$ cat config.mk
export PLATFORM = sky130hd
export DESIGN_NAME = digit_scanner
export DESIGN_NICKNAME = d
export VERILOG_FILES = /design/src/rtl/digit_scanner.sv
export SDC_FILE = /design/constraint.sdc
export NUM_CORES = 1
export LEC_CHECK = 0
export BUFFER_PORTS_ARGS = -buffer_cell sky130_fd_sc_hd__buf_2
export CORE_UTILIZATION = 50
export CTS_CLUSTER_SIZE = 8
export DETAILED_ROUTE_END_ITERATION = 8
export HOLD_SLACK_MARGIN = 0.15
export PLACE_DENSITY = 0.74
export SLEW_MARGIN = 40
export SYNTH_ARGS = -nofsm -noshare
export SYNTH_HDL_FRONTEND = slang
export SYNTH_SLANG_ARGS = --single-unit
$ cat constraint.sdc
create_clock -name clock -period 2.5 [get_ports clock]
set_clock_uncertainty 0.2 [all_clocks]
set_input_delay 0.25 -clock clock [delete_from_list [all_inputs] [get_ports clock]]
set_output_delay 0.25 -clock clock [all_outputs]
set_load 0.1 [all_outputs]
$ cat src/rtl/digit_scanner.sv
// Time-multiplexed seven-segment scanner: one shared active-low segment bus, a walking
// active-low anode strobe, and a blanking guard before every digit's dwell.
module digit_scanner #(
    parameter int NUM_DIGITS   = 4,
    parameter int REFRESH_DIV  = 50000,
    parameter int BLANK_CYCLES = 500
) (
    input  logic                    clock,
    input  logic                    reset,
    input  logic                    enable,
    input  logic [4*NUM_DIGITS-1:0] digits,
    input  logic [NUM_DIGITS-1:0]   dp_mask,
    input  logic                    blank_lz,
    output logic [6:0]              seg,
    output logic                    dp,
    output logic [NUM_DIGITS-1:0]   anode,
    output logic                    digit_tick
);

    localparam int MAXV = (REFRESH_DIV > BLANK_CYCLES) ? REFRESH_DIV : BLANK_CYCLES;
    localparam int CW   = $clog2(MAXV);
    localparam int IW   = $clog2(NUM_DIGITS);

    localparam logic [CW-1:0] R_LAST   = CW'(REFRESH_DIV - 1);
    localparam logic [CW-1:0] R_PRE    = CW'(REFRESH_DIV - 2);
    localparam logic [CW-1:0] B_LAST   = CW'(BLANK_CYCLES - 1);
    localparam logic [IW-1:0] IDX_LAST = IW'(NUM_DIGITS - 1);

    typedef enum logic [1:0] {OFF, GUARD, DRIVE} state_t;

    state_t                  state;
    logic [CW-1:0]           cnt;
    logic [IW-1:0]           idx;
    logic [4*NUM_DIGITS-1:0] snap;
    logic [NUM_DIGITS-1:0]   dp_snap;

    logic [3:0]              cur_digit;
    logic                    nonzero_above;
    logic [6:0]              drive_seg;
    logic                    drive_dp;
    logic [NUM_DIGITS-1:0]   drive_anode;

    function automatic logic [6:0] decode(input logic [3:0] v);
        case (v)
            4'd0:    decode = 7'h40;
            4'd1:    decode = 7'h79;
            4'd2:    decode = 7'h24;
            4'd3:    decode = 7'h30;
            4'd4:    decode = 7'h19;
            4'd5:    decode = 7'h12;
            4'd6:    decode = 7'h02;
            4'd7:    decode = 7'h78;
            4'd8:    decode = 7'h00;
            4'd9:    decode = 7'h10;
            default: decode = 7'h3F;
        endcase
    endfunction

    // Leading-zero test looks at the current digit and everything more significant.
    always_comb begin
        cur_digit     = '0;
        nonzero_above = 1'b0;
        for (int unsigned k = 0; k < NUM_DIGITS; k++) begin
            if (IW'(k) == idx)
                cur_digit = snap[4*k +: 4];
            if (IW'(k) >= idx && snap[4*k +: 4] != 4'd0)
                nonzero_above = 1'b1;
        end
        if (blank_lz && idx != '0 && !nonzero_above)
            drive_seg = 7'h7F;
        else
            drive_seg = decode(cur_digit);
        drive_dp    = ~dp_snap[idx];
        drive_anode = ~(NUM_DIGITS'(1) << idx);
    end

    always_ff @(posedge clock) begin
        if (reset) begin
            state      <= OFF;
            cnt        <= '0;
            idx        <= '0;
            snap       <= '0;
            dp_snap    <= '0;
            anode      <= '1;
            seg        <= '1;
            dp         <= 1'b1;
            digit_tick <= 1'b0;
        end else if (!enable) begin
            state      <= OFF;
            cnt        <= '0;
            idx        <= '0;
            anode      <= '1;
            seg        <= '1;
            dp         <= 1'b1;
            digit_tick <= 1'b0;
        end else begin
            anode      <= '1;
            seg        <= '1;
            dp         <= 1'b1;
            digit_tick <= 1'b0;
            case (state)
                OFF: begin
                    state   <= GUARD;
                    cnt     <= '0;
                    idx     <= '0;
                    snap    <= digits;
                    dp_snap <= dp_mask;
                end
                GUARD: begin
                    if (cnt == B_LAST) begin
                        state <= DRIVE;
                        cnt   <= '0;
                        anode <= drive_anode;
                        seg   <= drive_seg;
                        dp    <= drive_dp;
                    end else begin
                        cnt <= cnt + 1'b1;
                    end
                end
                DRIVE: begin
                    if (cnt == R_LAST) begin
                        state <= GUARD;
                        cnt   <= '0;
                        if (idx == IDX_LAST) begin
                            idx     <= '0;
                            snap    <= digits;
                            dp_snap <= dp_mask;
                        end else begin
                            idx <= idx + 1'b1;
                        end
                    end else begin
                        // Tick is registered one cycle early so it lands on the last dwell cycle.
                        cnt        <= cnt + 1'b1;
                        anode      <= drive_anode;
                        seg        <= drive_seg;
                        dp         <= drive_dp;
                        digit_tick <= (cnt == R_PRE);
                    end
                end
                default: begin
                    state <= OFF;
                    cnt   <= '0;
                    idx   <= '0;
                end
            endcase
        end
    end

endmodule

# After elaboration in Yosys (flattened, before gate mapping)
# Memory sizes are Yosys's and may differ from the RTL's.
# Cells that the tools add are included.
dict set report classes {
  add_sub_neg 2
  n_mul 0
  div 0
  magnitude_cmp 5
  eq_ne 12
  shifts 1
  muxes 35
  bitwise_logic 5
  n_reduce_logical 20
}
# operator count
set op_table {}
lappend op_table {{$mux 16} 4}
lappend op_table {{$pmux 16 s2} 2}
lappend op_table {{$eq 16x16->1 const B} 2}
lappend op_table {{$mux 4} 8}
lappend op_table {{$mux 7} 3}
lappend op_table {{$add 16x1->16 const B} 1}
lappend op_table {{$eq 16x9->1 const B} 1}
lappend op_table {{$pmux 4 s2} 2}
lappend op_table {{$reduce_bool 4->1} 4}
lappend op_table {{$pmux 7 s2} 1}
lappend op_table {{$mux 2} 4}
lappend op_table {{$mux 1} 7}
lappend op_table {{$logic_and 1x1->1} 6}
lappend op_table {{$ne 2x2->1 const B} 3}
lappend op_table {{$pmux 2 s3} 1}
lappend op_table {{$eq 2x2->1 const A} 2}
lappend op_table {{$eq 2x2->1 const B} 2}
lappend op_table {{$ge 1x2->1 const A} 2}
lappend op_table {{$ge 2x2->1 const A} 2}
lappend op_table {{$logic_not 2->1} 2}
lappend op_table {{$not 1->1} 4}
lappend op_table {{$not 4->4} 1}
lappend op_table {{$pmux 2 s2} 1}
lappend op_table {{$reduce_and 2->1} 2}
lappend op_table {{other kinds (12)} 13}
dict set report totals {
  ff_bits 53
  latchBits 0
  ram_bits 0
  rom_bits 112
  input_bits 24
  out_inout_bits 13
  elab_cells 90
  n_memories 1
}
# name depth word_bits rd rd_clocked_by_memory_dff write_ports line_no
set memory_table {}
lappend memory_table {{(no name shown)} 16 7 1 0 0 44} ;# case (v)

# Longest topological paths before layout
# Gate-level depths: netlist (run 1).
dict set report depth {
  word_depth 11
  depth_mapped 12
}

# Worst setup path before layout (run 1)
# No wires, ideal clock.
dict set report synth_path {
  kind {register to register}
  start {reg idx[1]}
  end {reg seg[0]}
  setup_ns 0.132
  t_arrival_ns 2.207
  required_time_ns 2.168
  path_slack_ns -0.040
  stages_incl_launch_ff 12
  cell_sequence {dfxtp_1 -> inv_1 -> ha_1 -> buf_2 -> nand3b_1 -> a221oi_2 -> inv_1 -> ha_1 -> mux2i_1 -> nand4_1 -> a22oi_1 -> o21ai_0}
}
dict set report synth_via {
  elab_chain_len 11
  elab_cells_between_ends 29
  cone_classes {order compare: 4; eq/ne: 3; mux: 12; reduce/logical: 9; memory: 1}
}
# element line_no
set synth_rtl {}
lappend synth_rtl {{start: declaration} 33} ;# logic [IW-1:0] idx;
lappend synth_rtl {{start signal: assignment} 129} ;# idx <= idx + 1'b1;
lappend synth_rtl {{branches (longest 8 deep; another with $mem_v2 16x7)} --}
lappend synth_rtl {{$mux 7 *} 69} ;# if (blank_lz && idx != '0 && !nonzero_above)
lappend synth_rtl {{$mux 7, on equally long branches} {121, 110}}
lappend synth_rtl {{$pmux 7 s2 *} 101} ;# case (state)
lappend synth_rtl {{end signal: assignment} 114} ;# seg <= drive_seg;
lappend synth_rtl {{end signal: assignment} 135} ;# seg <= drive_seg;
lappend synth_rtl {{end: declaration} 14} ;# output logic [6:0] seg,
# Every way passes the cells marked *.
# A chain may end at the register's enable or synchronous reset.

# Worst setup path after layout (run 1)
dict set report layout_path {
  start {reg idx[0]}
  end {reg seg[3]}
}
# The elaborated chain is that of the path after synthesis.

==> results of run 1 <==
[report_power, final]
group / switching, mW / leakage [nW] / internal [mW]
Sequential: 0.0185 / 0.433 / 0.868
Combinational: 0.130 / 0.855 / 0.104
Clock: 0.276 / 0.0574 / 0.326
Total: 0.425 / 1.35 / 1.30
[worst register-to-register path: stages (launching register included)]
cell      delay, ps
dfxtp_4         390
inv_2            60
ha_2            220
a211oi_1        280
a221oi_1        140
buf_4           160
ha_1            190
mux2i_2         210
nand2_1         100
a22oi_2         200
o21ai_1         110
[flip-flops by register name, indices dropped and copies added (netlist names)]
name / cells
seg: 7
dp: 1
cnt: 16
idx: 2
digit_tick: 1
anode: 4
state: 2
dp_snap: 4
snap: 16
[cells by family after synthesis]
| logic type | count (synthesis) |
|---|---|
| adder cells (fa/ha/maj) | 15 |
| buffers and inverters | 29 |
| flip-flops | 53 |
| XOR/XNOR | 14 |
| AND/OR/NAND/NOR | 136 |
| AO/OA/AOI/OAI | 41 |
| multiplexers | 23 |
[path summary, 6_finish.rpt]
| path | end | depth (start not counted) |
|---|---|---|
| min | cnt[0] | 1 |
| min reg2reg | cnt[0] | 1 |
| max reg2reg | seg[3] | 10 |
| max | seg[3] | 10 |
[layout make-up]
class / instances / share of cell area [%]
clock buffers: 6 / 2.416
clock inverters: 2 / 1.098
multi-input cells: 229 / 45.79
inverters: 13 / 1.428
flip-flops and latches: 53 / 31.26
well taps: 70 / 2.562
repair buffers: 75 / 15.45
[layer usage]
metal / vias to the layer above / track usage (%) / routed length (µm)
li1: 1205 / - / -
met1: 1146 / 26.72 / 2754
met2: 45 / 42.36 / 3026
met3: 9 / 4.233 / 172
met4: 0 / 8.436 / 78
met5: - / 0 / 0
[stage by stage]
stage	utilization [%]	power (mW)	TNS, ps	hold slack (ps)
floorplan	-	1.054	0	193.9
global placement	58.39	1.105	0	277.5
detailed placement	58.39	1.109	-90.07	287.6
CTS	65.07	1.731	0	308.9
global route	66.09	1.797	-75.16	331.6
finish	66.09	1.723	0	310.0
[repair_timing]
action | in CTS | in global routing
endpoints found under the hold margin | 21 | 0
hold buffers | 22 | 0
setup endpoints to repair | 3 | 7
gates resized for setup | 2 | 18
pin swaps | 0 | 2
[synth_stat cells (4+ instances only)]
| library cell | number | share of area [%] |
|---|---|---|
| nor3_1 | 5 | 0.92 |
| xor2_1 | 8 | 2.6 |
| nand3_1 | 9 | 1.7 |
| a22oi_1 | 8 | 2.2 |
| mux2i_1 | 22 | 8.1 |
| nor3b_1 | 6 | 1.7 |
| xnor2_1 | 6 | 1.9 |
| clkbuf_1 | 5 | 0.69 |
| o21ai_0 | 13 | 2.4 |
| nand3b_1 | 4 | 1.1 |
| ha_1 | 15 | 6.9 |
| nand4_1 | 7 | 1.6 |
| nor2_1 | 52 | 7.2 |
| dfxtp_1 | 53 | 39 |
| inv_1 | 13 | 1.8 |
| buf_2 | 7 | 1.3 |
| a21oi_1 | 5 | 0.92 |
| nand2_1 | 31 | 4.3 |
==> impl_metrics.tcl, run 1 <==
set metrics [dict create \
    fin_nets 416 \
    antenna_found_initial 0 \
    yosys_most_used_dff "dfxtp_1" \
    rows 26 \
    synthSimpleGateAreaFrac_pct 24.60 \
    pin_count 37 \
    viasPerCell 5.368 \
    worstPathBufferInverterCount 2 \
    clock_latency_ps 300 \
    synthAdderAreaFrac_pct 6.922 \
    p_per_area_nw_per_um2 504.1 \
    clkSinkCount 53 \
    crit_slowest_cell "dfxtp_4" \
    hpwl_mm 4.151 \
    register_area_um2 1069 \
    die-area_um2 5721 \
    worstSetupStartpointType "register" \
    r2r_setup_slack_ps 120 \
    cts_made_buffers 5 \
    cpLargestDelayFamily "compound AO/OA/AOI/OAI gates" \
    grt_pass1_vias 2268 \
    start_util_pct 52.42 \
    drive_above_1_share_pct 21.96 \
    io_buffer_count 36 \
    ant_nets 0 \
    htreeDepth 2 \
    critical_path.startpoint "idx[0]" \
    synth_mux_area_share_pct 8.952 \
    synth_fp_nets 350 \
    core_um2 5172 \
    worstPathCellList "inv_2, ha_2, a211oi_1, a221oi_1, buf_4, ha_1, mux2i_2, nand2_1, a22oi_2, o21ai_1" \
    peakVddDrop_v 0.0003081 \
    clk_path_buf_depth 2 \
    status "completed" \
    ys_types 49 \
    period_share_pct 95.35 \
    grt_usage_pct 23.09 \
    synthCells 311 \
    finalSetupViolations 0 \
    postCtsSetupBuffers 0 \
    post-place-ws_ps -54.39 \
    syn_area_per_cell_um2 8.718 \
    dp.cells 418 \
    gr-total-overflow 0 \
    fmax_mhz 419.5 \
    rsz0062_at_grt "yes" \
    gp_congestion 0.8486 \
    synth_top_family_by_area "simple AND/OR/NAND/NOR gates" \
    final_max_slew_viol_count 0 \
    route.detailed.drc 0 \
    timing_hold_violations_final 0 \
    layout_commonest_cell "nor2_1" \
    yosys_warnings 0 \
    grt_pass1_wl_mm 9.963 \
    ys_seq_area_share_pct 39.13 \
    clk_pin_slew_worst_paths_ps 90 \
    fillers 415 \
    synth_compound_area_share_pct 10.34 \
    max_slew_margin_pct 65.31 \
    crit_type "register to register" \
    end_kind "register" \
    grt_max_degree 22 \
    hold_path_startpoint "cnt[0]" \
    synth_edf_count 0 \
    vias 2405 \
    instances_no_fill 448 \
    areaGrowthSynthToFinish_pct 26.07 \
    layout_min_cycle_time_ps 2384 \
    cts_root_buf "clkbuf_8" \
    cpPeakStageDelay_ps 390 \
    dpl_cell_area_um2 3020 \
    async_flop_share_pct 0 \
    antenna_cells 0 \
    p_leak_nw 1.346 \
    final_cell_mix "nor2_1 (52), dfxtp_1 (51), buf_2 (36), nand2_1 (31), dlygate4sd3_1 (22)" \
    drv_cap 0 \
    die_w_um 75.64 \
    ys_ff_latch 53 \
    final_area_um2 3418 \
    r2r-start "idx[0]" \
    fin_ws_ps 116.1 \
    die_h_um 75.64 \
    firstDrtPassIters 4 \
    worstHoldPathType "register to register" \
    drt-wirelength-per-cell_um 13.46 \
    syn_area_um2 2711 \
    synthXorXnorAreaFrac_pct 4.522 \
    worst_pin_slew_ps 520.3 \
    worstPathRequired_ps 2480 \
    crit_path_max_fanout 7 \
    arrival_ps 2360 \
    cts_tree "built" \
    wl_mm 6.032 \
    drt_iter0_drc 189 \
    multi_input_area_um2 1565 \
]
Note: power is estimated with default switching activity, not from simulation.
==> inputs of run 2 (changes only) <==
--- a/config.mk
+++ b/config.mk
@@ -7,6 +7,7 @@
 export LEC_CHECK = 0
 export BUFFER_PORTS_ARGS = -buffer_cell sky130_fd_sc_hd__buf_2
 export CORE_UTILIZATION = 50
+export CTS_BUF_LIST = sky130_fd_sc_hd__clkbuf_4
 export CTS_CLUSTER_SIZE = 8
 export DETAILED_ROUTE_END_ITERATION = 8
 export HOLD_SLACK_MARGIN = 0.15
==> run 2 against run 1 <==
Net effect: routed wire length down 0.27%; via count up 1.0%; count of clock-buffer cells in the layout down 1; core utilization about the same; setup slack worse by 42 ps; die area unchanged; first-iteration DRC count down 3.7%; register-to-register slack worse by 40 ps; critical endpoint is now seg[4]; largest power group unchanged.
==> impl_metrics.tcl, run 2 (synthesis gave the netlist of run 1 again) <==
set metrics [dict create \
    status "completed" \
    cts_made_buffers 5 \
    busiest_layer "met2" \
    arrival_ps 2490 \
    hpwl_mm 4.151 \
    worstPathCellList "inv_1, ha_2, buf_4, nor3b_2, a311o_2, and2_1, o32a_1, o21ai_0, nand3_1" \
    tns_ps 0 \
    switching_share_pct 25.84 \
    period_share_pct 97.05 \
    final_area_um2 3421 \
    use_met3_pct 4.233 \
    crit_path_max_fanout 9 \
    pin_count 37 \
    layout_min_cycle_time_ps 2426 \
    htreeDepth 2 \
    io_buffer_count 36 \
    route.detailed.drc 0 \
    antenna_cells 0 \
    p_sw_mw 0.4129 \
    crit_type "register to register" \
    finalSetupViolations 0 \
    core_um2 5172 \
    fin_nets 417 \
    drive_above_1_share_pct 23.22 \
    hold_end "cnt[0]" \
    r2r_setup_slack_ps 70 \
    top_regs "cnt x16, snap x16, seg x7" \
    vias 2429 \
    use_met1_pct 26.33 \
    p_clk_share_pct 29.4 \
    gr-total-overflow 0 \
    grt_pass1_vias 2269 \
    die_w_um 75.64 \
    grt_pass1_wl_mm 9.908 \
    clkSinkCount 53 \
    rsz0062_at_grt "yes" \
    die-area_um2 5721 \
    grt_max_degree 22 \
    start_util_pct 52.42 \
    peakVddDrop_v 0.0003345 \
    clock_latency_ps 370 \
    cts_tree "built" \
    ff2ff_path_depth 9 \
    rows 26 \
    firstDrtPassIters 4 \
    comb_power_share_pct 14.9 \
    p_int_mw 1.185 \
    p_leak_nw 1.343 \
    grt.met2_usage_pct 42.76 \
    dp.cells 418 \
    max_slew_margin_pct 66.44 \
    cts_root_buf "clkbuf_4" \
    final_max_slew_viol_count 0 \
    final_cell_mix "nor2_1 (52), dfxtp_1 (51), buf_2 (36), nand2_1 (31), dlygate4sd3_1 (22)" \
    viasPerCell 5.410 \
    drt_iter0_drc 182 \
    cpLargestDelayFamily "compound AO/OA/AOI/OAI gates" \
    ant_nets 0 \
    layout_commonest_cell "nor2_1" \
    wl_mm 6.016 \
    gp_congestion 0.8486 \
    worst_pin_slew_ps 503.4 \
    fin_util_pct 66.13 \
    p_per_area_nw_per_um2 467.2 \
    timing.hold.ws_ps 322.1 \
    instances_no_fill 449 \
    end_kind "register" \
    drt-wirelength-per-cell_um 13.40 \
    drv_cap 0 \
    grt_usage_pct 22.93 \
    seqPwrFrac_pct 55.7 \
    cpPeakStageDelay_ps 440 \
    die_h_um 75.64 \
    hold_path_startpoint "cnt[0]" \
    timing_hold_violations_final 0 \
    r2r-start "idx[0]" \
    fmax_mhz 412.2 \
    clk_pin_slew_worst_paths_ps 140 \
    crit_slowest_cell "a311o_2" \
    holdPathStages 1 \
    dpl_cell_area_um2 3020 \
    timing.rr.end "seg[4]" \
    clk_path_buf_depth 2 \
    areaGrowthSynthToFinish_pct 26.17 \
    worstSetupStartpointType "register" \
    worstPathBufferInverterCount 2 \
    worstPathRequired_ps 2570 \
    worstHoldPathType "register to register" \
    antenna_found_initial 0 \
]
-- run 2: changes by cell type in the layout (fill, tap and decap cells not counted), moves of 2 or more --
cell,previous run,this run
nor3b_1,5,3
nor3b_2,2,4
clkbuf_8,6,0
clkbuf_4,0,5
-- run 2: power by group through the flow --
stage / Sequential [mW] / Combinational, mW / Clock [mW]
6_report: 0.890 / 0.238 / 0.470
5_1_grt: 0.894 / 0.260 / 0.515
4_1_cts: 0.889 / 0.230 / 0.486
3_5_place_dp: 0.907 / 0.202 / 0
3_3_place_gp: 0.906 / 0.198 / 0
2_1_floorplan: 0.936 / 0.118 / 0
-- run 2: area by class of cell --
cell class                      count  area [µm²]
Fill cell                         412        1752
Sequential cell                    53        1066
Timing Repair Buffer               76       535.5
Tap cell                           70       87.58
Inverter                           13       48.80
Multi-Input combinational cell    229        1604
Clock inverter                      3       41.29
Clock buffer                        5       37.54
-- run 2: worst reg2reg max path: cells and delay by family (launching register included) --
kind                       cells  cell delay (ps)
AOI/OAI and AO/OA              3              780
and+or+nand+nor                3              430
DFF                            1              410
buffers and inverters          2              270
adders and majority gates      1              240
-- run 2: layer usage --
layer  up-vias  routed length (µm)
met2        58                3112
met4         0                  89
met5         -                   0
met1      1153                2634
met3        10                 180
li1       1208                   -
-- run 2: metrics by stage --
| step | power, mW | setup slack, ps |
|---|---|---|
| 5_1_grt | 1.669 | -22.68 |
| 4_1_cts | 1.605 | 12.15 |
| 2_1_floorplan | 1.054 | 2.744 |
| 3_5_place_dp | 1.109 | -54.39 |
| 6_report | 1.598 | 73.73 |
| 3_3_place_gp | 1.105 | 68.22 |
-- run 2: worst max path at each step --
| stage | startpoint | slack (ps) | cells after the start | endpoint |
|---|---|---|---|---|
| global route | idx[0] | -20 | 9 | seg[4] |
| floorplan | idx[0] | 3 | 11 | seg[4] |
| detailed placement | idx[1] | -50 | 10 | seg[3] |
| global placement | idx[1] | 70 | 10 | seg[3] |
| CTS | idx[0] | 10 | 10 | seg[3] |
| finish | idx[0] | 70 | 9 | seg[4] |
-- run 2: timing repair --
item	4_1_cts	5_1_grt
hold buffers	22	0
hold endpoints to repair	24	0
pin swaps	0	3
buffers inserted	0	1
endpoints found under the setup margin	3	7
resized for setup	4	21
